==> config.mk <==
export PLATFORM = sky130hd
export DESIGN_NAME = rp_8bit_uart
export DESIGN_NICKNAME = d
export VERILOG_FILES = /design/src/rtl/rp_8bit_uart_pkg.sv /design/src/rtl/rp_8bit_fifo.sv /design/src/rtl/rp_8bit_uart.sv
export SDC_FILE = /design/constraint.sdc
export NUM_CORES = 1
export LEC_CHECK = 0
export CORE_ASPECT_RATIO = 0.6
export CORE_MARGIN = 5
export CORE_UTILIZATION = 40
export DETAILED_ROUTE_END_ITERATION = 10
export SLEW_MARGIN = 20
export SYNTH_ARGS = -nofsm -noshare
export SYNTH_HDL_FRONTEND = slang
export SYNTH_SLANG_ARGS = --single-unit
==> constraint.sdc <==
create_clock -name clk -period 5.3 [get_ports clk]
set_input_delay 0.53 -clock clk [delete_from_list [all_inputs] [get_ports clk]]
set_output_delay 0.53 -clock clk [all_outputs]
set_load 0.02 [all_outputs]
==> src/rtl/rp_8bit_uart_pkg.sv <==
// Shared definitions for the rp_8bit UART: register offsets, STA/CTL bit
// positions and the transmit/receive state encodings.
package rp_8bit_uart_pkg;

  localparam logic [1:0] OFF_DAT = 2'd0;
  localparam logic [1:0] OFF_STA = 2'd1;
  localparam logic [1:0] OFF_CTL = 2'd2;
  localparam logic [1:0] OFF_BDR = 2'd3;

  localparam int STA_TX_FULL  = 0;
  localparam int STA_TX_EMPTY = 1;
  localparam int STA_RX_AVAIL = 2;
  localparam int STA_RX_OVR   = 3;
  localparam int STA_FRM_ERR  = 4;
  localparam int STA_TX_BUSY  = 5;
  localparam int STA_TX_OVF   = 6;

  localparam int CTL_TXEN = 0;
  localparam int CTL_RXEN = 1;
  localparam int CTL_TIE  = 2;
  localparam int CTL_RIE  = 3;

  typedef enum logic [1:0] {TX_IDLE, TX_START, TX_DATA, TX_STOP} tx_state_e;
  typedef enum logic [1:0] {RX_IDLE, RX_START, RX_DATA, RX_STOP} rx_state_e;

endpackage

==> src/rtl/rp_8bit_fifo.sv <==
// Synchronous FIFO; a pop on empty is ignored, so a push into an empty FIFO is
// never bypassed to the read side. Push while full succeeds only alongside a pop.
module rp_8bit_fifo #(
  parameter int DW    = 8,
  parameter int DEPTH = 4
) (
  input  logic          clk,
  input  logic          rst,
  input  logic          push_i,
  input  logic [DW-1:0] wdata_i,
  input  logic          pop_i,
  output logic [DW-1:0] rdata_o,
  output logic          full_o,
  output logic          empty_o
);

  localparam int AW = $clog2(DEPTH);

  logic [AW:0]   wptr_q, rptr_q;
  logic [DW-1:0] mem_q [DEPTH];
  logic          do_push, do_pop;

  assign empty_o = (wptr_q == rptr_q);
  assign full_o  = (wptr_q[AW] != rptr_q[AW]) && (wptr_q[AW-1:0] == rptr_q[AW-1:0]);
  assign do_pop  = pop_i & ~empty_o;
  assign do_push = push_i & (~full_o | do_pop);
  assign rdata_o = mem_q[rptr_q[AW-1:0]];

  // NOTE: state registers use non-blocking assignments so every flop samples pre-edge values.
  always_ff @(posedge clk) begin
    if (!rst) begin
      wptr_q <= '0;
      rptr_q <= '0;
    end else begin
      if (do_push) wptr_q <= wptr_q + (AW+1)'(1);
      if (do_pop)  rptr_q <= rptr_q + (AW+1)'(1);
    end
  end

  // NOTE: storage is not reset; the pointers alone define which entries are valid.
  always_ff @(posedge clk) begin
    if (do_push) mem_q[wptr_q[AW-1:0]] <= wdata_i;
  end

endmodule

==> src/rtl/rp_8bit_uart.sv <==
// 8N1 UART on the rp_8bit I/O bus: DAT/STA/CTL/BDR at BASE..BASE+3, FIFO-buffered
// TX and RX, registered read data and level interrupts.
module rp_8bit_uart
  import rp_8bit_uart_pkg::*;
#(
  parameter logic [5:0] BASE = 6'h10,
  parameter int         TFD  = 4,
  parameter int         RFD  = 4,
  parameter logic [7:0] BDR0 = 8'd15
) (
  input  logic       clk,
  input  logic       rst,
  input  logic       io_wen,
  input  logic       io_ren,
  input  logic [5:0] io_adr,
  input  logic [7:0] io_wdt,
  input  logic [7:0] io_msk,
  output logic [7:0] io_rdt,
  output logic       uart_txd,
  input  logic       uart_rxd,
  output logic       irq_tx,
  output logic       irq_rx
);

  logic [3:0] ctl_q, ctl_d;
  logic [7:0] bdr_q, bdr_d, rdt_q, rdt_d, sta;
  logic       tx_ovf_q, tx_ovf_d, rx_ovr_q, rx_ovr_d, frm_err_q, frm_err_d;
  logic       irq_tx_q, irq_rx_q;

  tx_state_e  tx_state_q, tx_state_d;
  logic [7:0] tx_cnt_q, tx_cnt_d, tx_sh_q, tx_sh_d;
  logic [2:0] tx_bit_q, tx_bit_d;
  logic       txd_q, txd_d;

  rx_state_e  rx_state_q, rx_state_d;
  logic [7:0] rx_cnt_q, rx_cnt_d, rx_sh_q, rx_sh_d, rx_half_load;
  logic [2:0] rx_bit_q, rx_bit_d;
  logic       rx_s1_q, rx_s2_q, rx_prev_q, frm_set, ovr_set;
  logic [8:0] rx_half;

  logic       sel, wr_dat, wr_sta, wr_ctl, wr_bdr;
  logic       tx_push, tx_pop, tx_full, tx_empty, rx_push, rx_pop, rx_full, rx_empty;
  logic [7:0] tx_rdata, rx_rdata;

  assign sel     = (io_adr[5:2] == BASE[5:2]);
  assign wr_dat  = io_wen & sel & (io_adr[1:0] == OFF_DAT);
  assign wr_sta  = io_wen & sel & (io_adr[1:0] == OFF_STA);
  assign wr_ctl  = io_wen & sel & (io_adr[1:0] == OFF_CTL);
  assign wr_bdr  = io_wen & sel & (io_adr[1:0] == OFF_BDR);
  assign tx_push = wr_dat & (|io_msk);
  assign rx_pop  = io_ren & sel & (io_adr[1:0] == OFF_DAT);

  rp_8bit_fifo #(.DW(8), .DEPTH(TFD)) u_tx_fifo (
    .clk(clk), .rst(rst), .push_i(tx_push), .wdata_i(io_wdt), .pop_i(tx_pop),
    .rdata_o(tx_rdata), .full_o(tx_full), .empty_o(tx_empty)
  );

  rp_8bit_fifo #(.DW(8), .DEPTH(RFD)) u_rx_fifo (
    .clk(clk), .rst(rst), .push_i(rx_push), .wdata_i(rx_sh_q), .pop_i(rx_pop),
    .rdata_o(rx_rdata), .full_o(rx_full), .empty_o(rx_empty)
  );

  // NOTE: every combinational output gets a default first so no path can infer a latch.
  always_comb begin
    sta = '0;
    sta[STA_TX_FULL]  = tx_full;
    sta[STA_TX_EMPTY] = tx_empty;
    sta[STA_RX_AVAIL] = ~rx_empty;
    sta[STA_RX_OVR]   = rx_ovr_q;
    sta[STA_FRM_ERR]  = frm_err_q;
    sta[STA_TX_BUSY]  = (tx_state_q != TX_IDLE);
    sta[STA_TX_OVF]   = tx_ovf_q;

    rdt_d = '0;
    if (io_ren && sel) begin
      unique case (io_adr[1:0])
        OFF_DAT: rdt_d = rx_empty ? 8'h00 : rx_rdata;
        OFF_STA: rdt_d = sta;
        OFF_CTL: rdt_d = {4'b0, ctl_q};
        default: rdt_d = bdr_q;
      endcase
    end

    ctl_d = wr_ctl ? ((ctl_q & ~io_msk[3:0]) | (io_wdt[3:0] & io_msk[3:0])) : ctl_q;
    bdr_d = wr_bdr ? ((bdr_q & ~io_msk) | (io_wdt & io_msk)) : bdr_q;
    // A flag raised in the same cycle as its W1C clear stays set.
    tx_ovf_d  = (tx_ovf_q  & ~(wr_sta & io_wdt[STA_TX_OVF]  & io_msk[STA_TX_OVF]))
              | (tx_push & tx_full & ~tx_pop);
    rx_ovr_d  = (rx_ovr_q  & ~(wr_sta & io_wdt[STA_RX_OVR]  & io_msk[STA_RX_OVR]))  | ovr_set;
    frm_err_d = (frm_err_q & ~(wr_sta & io_wdt[STA_FRM_ERR] & io_msk[STA_FRM_ERR])) | frm_set;
  end

  always_comb begin
    tx_state_d = tx_state_q;
    tx_cnt_d   = tx_cnt_q;
    tx_bit_d   = tx_bit_q;
    tx_sh_d    = tx_sh_q;
    tx_pop     = 1'b0;
    unique case (tx_state_q)
      TX_IDLE: if (ctl_q[CTL_TXEN] && !tx_empty) begin
        tx_pop = 1'b1; tx_sh_d = tx_rdata; tx_cnt_d = bdr_q; tx_state_d = TX_START;
      end
      TX_START: if (tx_cnt_q == 8'd0) begin
        tx_cnt_d = bdr_q; tx_bit_d = 3'd0; tx_state_d = TX_DATA;
      end else tx_cnt_d = tx_cnt_q - 8'd1;
      TX_DATA: if (tx_cnt_q == 8'd0) begin
        tx_cnt_d = bdr_q;
        if (tx_bit_q == 3'd7) tx_state_d = TX_STOP;
        else begin tx_bit_d = tx_bit_q + 3'd1; tx_sh_d = {1'b0, tx_sh_q[7:1]}; end
      end else tx_cnt_d = tx_cnt_q - 8'd1;
      default: if (tx_cnt_q == 8'd0) begin
        if (ctl_q[CTL_TXEN] && !tx_empty) begin
          tx_pop = 1'b1; tx_sh_d = tx_rdata; tx_cnt_d = bdr_q; tx_state_d = TX_START;
        end else tx_state_d = TX_IDLE;
      end else tx_cnt_d = tx_cnt_q - 8'd1;
    endcase
    // The line level is derived from the next state so uart_txd comes straight from a flop.
    txd_d = (tx_state_d == TX_START) ? 1'b0 : (tx_state_d == TX_DATA) ? tx_sh_d[0] : 1'b1;
  end

  assign rx_half      = ({1'b0, bdr_q} + 9'd1) >> 1;
  assign rx_half_load = (rx_half == 9'd0) ? 8'd0 : 8'(rx_half - 9'd1);

  always_comb begin
    rx_state_d = rx_state_q;
    rx_cnt_d   = rx_cnt_q;
    rx_bit_d   = rx_bit_q;
    rx_sh_d    = rx_sh_q;
    rx_push    = 1'b0;
    frm_set    = 1'b0;
    ovr_set    = 1'b0;
    if (!ctl_q[CTL_RXEN]) rx_state_d = RX_IDLE;
    else begin
      unique case (rx_state_q)
        RX_IDLE: if (rx_prev_q && !rx_s2_q) begin
          rx_cnt_d = rx_half_load; rx_state_d = RX_START;
        end
        RX_START: if (rx_cnt_q == 8'd0) begin
          if (rx_s2_q) rx_state_d = RX_IDLE;
          else begin rx_cnt_d = bdr_q; rx_bit_d = 3'd0; rx_state_d = RX_DATA; end
        end else rx_cnt_d = rx_cnt_q - 8'd1;
        RX_DATA: if (rx_cnt_q == 8'd0) begin
          rx_sh_d  = {rx_s2_q, rx_sh_q[7:1]};
          rx_cnt_d = bdr_q;
          if (rx_bit_q == 3'd7) rx_state_d = RX_STOP;
          else rx_bit_d = rx_bit_q + 3'd1;
        end else rx_cnt_d = rx_cnt_q - 8'd1;
        default: if (rx_cnt_q == 8'd0) begin
          rx_state_d = RX_IDLE;
          if (!rx_s2_q) frm_set = 1'b1;
          else if (rx_full && !rx_pop) ovr_set = 1'b1;
          else rx_push = 1'b1;
        end else rx_cnt_d = rx_cnt_q - 8'd1;
      endcase
    end
  end

  always_ff @(posedge clk) begin
    if (!rst) begin
      ctl_q      <= '0;
      bdr_q      <= BDR0;
      rdt_q      <= '0;
      tx_ovf_q   <= 1'b0;
      rx_ovr_q   <= 1'b0;
      frm_err_q  <= 1'b0;
      irq_tx_q   <= 1'b0;
      irq_rx_q   <= 1'b0;
      tx_state_q <= TX_IDLE;
      tx_cnt_q   <= '0;
      tx_bit_q   <= '0;
      tx_sh_q    <= '0;
      txd_q      <= 1'b1;
      rx_state_q <= RX_IDLE;
      rx_cnt_q   <= '0;
      rx_bit_q   <= '0;
      rx_sh_q    <= '0;
      rx_s1_q    <= 1'b1;
      rx_s2_q    <= 1'b1;
      rx_prev_q  <= 1'b1;
    end else begin
      ctl_q      <= ctl_d;
      bdr_q      <= bdr_d;
      rdt_q      <= rdt_d;
      tx_ovf_q   <= tx_ovf_d;
      rx_ovr_q   <= rx_ovr_d;
      frm_err_q  <= frm_err_d;
      irq_tx_q   <= ctl_q[CTL_TIE] & tx_empty;
      irq_rx_q   <= ctl_q[CTL_RIE] & ~rx_empty;
      tx_state_q <= tx_state_d;
      tx_cnt_q   <= tx_cnt_d;
      tx_bit_q   <= tx_bit_d;
      tx_sh_q    <= tx_sh_d;
      txd_q      <= txd_d;
      rx_state_q <= rx_state_d;
      rx_cnt_q   <= rx_cnt_d;
      rx_bit_q   <= rx_bit_d;
      rx_sh_q    <= rx_sh_d;
      rx_s1_q    <= uart_rxd;
      rx_s2_q    <= rx_s1_q;
      rx_prev_q  <= rx_s2_q;
    end
  end

  assign io_rdt   = rdt_q;
  assign uart_txd = txd_q;
  assign irq_tx   = irq_tx_q;
  assign irq_rx   = irq_rx_q;

endmodule

==> impl_metrics.tcl <==
set metrics [dict create \
    outcome "complete, no violations" \
    period_minus_slack_ns 2.83 \
    drtIter0Drc 586 \
    synth_area_leaders "edfxtp_1, dfxtp_1, ha_1" \
    relSlewSlack_pct 37.8 \
    yosysTopAreaCellShare_pct 25.7 \
    p_leak_uw 0.00304 \
    worst_pin_slew_ns 0.931 \
    synth-seq-area-share_pct 49.0 \
    powerDensity_nw_per_um2 320 \
    hpwl_mm 12.8 \
    r2r_cells 6 \
    num-fill-cells 1648 \
    fin_nets 783 \
    netlist_area_um2 7470 \
    setup_violations 0 \
    yosysWarnings 0 \
    place_congestion 0.862 \
    initial_core_util_pct 41.0 \
    fin_worst_skew_ns 0.0130 \
    cts_tree "built" \
    dp_slack_ns 1.99 \
    die_h_um 116 \
    finalCritPeriodShare_pct 53.4 \
    worstSkewPairLatency_ns 0.43 \
    cts_hold_buf 0 \
    required_ns 5.38 \
    dieArea_um2 21600 \
    drv_cap 0 \
    rsz0062_at_grt "no" \
    viasPerCell 5.62 \
    ys_seq_elements 151 \
    postRouteAntennaNets 0 \
    syn-num-nets 761 \
    core_area_um2 18200 \
    startpoint_type "primary input" \
    die_w_um 186 \
    first_pass_iters 6 \
    cts.reportedPaths.clkPinSlew_ns 0.06 \
    crit_type "in -> reg" \
    postCtsSetupBuffers 0 \
    grt-ovfl-total 0 \
    rows 38 \
    cts.sinks 151 \
    grt_pass1_vias 5328 \
    top_level_ports 38 \
    synth.distinct_cells 78 \
    critPathArrivalTime_ns 2.91 \
    finalSetupTns_ns 0 \
    ys_top_cells_by_count "dfxtp_1, nor2_1, edfxtp_1" \
    drv_slew 0 \
    synthArstFlopShare_pct 0 \
    antenna_found_initial 0 \
    synth_edf_count 64 \
    cts_buffer_depth 2 \
    drive_gt1_share_pct 10.1 \
    clk_root_buffer_cell "clkbuf_16" \
    cts_max_level 4 \
    fmax_ghz 0.353 \
    ctsResizeCount 0 \
    hold_violations 0 \
    avgSynthCellArea_um2 10.6 \
    drt_wl_total_mm 18.0 \
    wire_per_inst_um 18.3 \
    holdCritPathClass "reg -> reg" \
    num_vias 5516 \
    syn_to_final_growth_pct 14.2 \
    cp-end-kind "flip-flop" \
    synth-main-ff-cell "dfxtp_1" \
    port_buffers 37 \
    cts_buffers 17 \
    ir_drop_v 0.000176 \
    yosys.area.top_type "edfxtp_1" \
    fin_ws_ns 2.47 \
    grt_use_total_pct 17.0 \
    whs_path_depth 1 \
    drc 0 \
    grt_pass1_wl_mm 29.3 \
    synthCells 705 \
    critPathMaxFanout 27 \
    grt_max_degree 36 \
    yosysMostFrequentCell "dfxtp_1" \
]
==> per-layer routing <==
metal	wire [um]	vias up	GRT usage (%)
li1	-	2648	-
met1	9080	2680	25.9
met2	7700	175	24.9
met3	1050	13	3.67
met4	129	0	3.59
met5	0	-	0
==> final cells by class <==
cell class                 instances  area, um2  area share (%)
inverter                          25       93.8            1.10
clock buffer                      18        429            5.03
antenna                            1       2.50          0.0293
multi-input combinational        491       3510            41.2
clock inverter                    14        133            1.55
tap                              240        300            3.52
sequential                       151       3660            42.9
timing repair buffer              41        400            4.69
==> cell families (layout without fill, tap and decap cells) <==
kind of cell | after synthesis | in the layout | share of synthesized area [%]
mux | 40 | 40 | 8.07
fa+ha+maj | 29 | 29 | 4.86
other cells | 0 | 1 | 0
compound gates | 151 | 151 | 14.0
simple gates | 243 | 243 | 16.7
flops | 151 | 151 | 49.0
buf+inv | 63 | 98 | 4.04
xor+xnor | 28 | 28 | 3.28
==> critical path, cell delays in order <==
cell and delay, ns:
clkdlybuf4s50_1 0.89, a2111oi_0 0.73, o31a_2 0.36, and2_1 0.40
==> path summary, 6_finish.rpt <==
path | startpoint | end | slack (ns)
max | io_adr[0] | u_tx_fifo.mem_q[3][6] | 2.47
min | rx_s1_q | rx_s2_q | 0.41
max reg2reg | rx_cnt_q[0] | u_rx_fifo.mem_q[3][6] | 2.57
min reg2reg | rx_s1_q | rx_s2_q | 0.41
==> stage by stage <==
stage          instance area, um2  util (%)  hold slack (ns)  std cells  total power [uW]
4_1_cts                      8530      46.8            0.418        980              2740
5_1_grt                      8530      46.9            0.431        980              2840
6_report                     8530      46.9            0.412        981              2730
3_5_place_dp                 7970      43.7            0.399        948              1600
3_3_place_gp                 7970      43.7            0.393        948              1580
2_1_floorplan                7470         -            0.386        705              1500
==> cell usage in the layout (no fill, tap or decap), types with 4 or more instances in the layout <==
cell and n:
a211oi_1 7, mux4_2 16, mux2i_1 22, nand2b_1 12, nor3_1 14, xor2_1 7, and2_1 11, clkbuf_16 17
nor2_1 72, o2111a_1 4, nand3_1 18, inv_6 5, clkdlybuf4s50_1 37, a221oi_1 5, inv_1 25, nand4_1 6
a22oi_1 8, a31oi_1 8, edfxtp_1 64, xnor2_1 21, nand3b_1 4, o211ai_1 6, a21oi_1 40, buf_4 4
and3_1 6, nand2_1 57, o2bb2ai_1 7, dfxtp_1 87, nor4_1 7, o21ai_0 30, a32oi_1 4, ha_1 29
nor3b_1 8
==> power by group <==
part	internal [uW]	switching, uW	total (uW)	leakage [uW]
logic	118	214	332	0.00148
clock network	621	535	1160	0.000275
registers	1220	21.3	1240	0.00129
total	1960	770	2730	0.00304
Power figures use the tool's default switching activity.
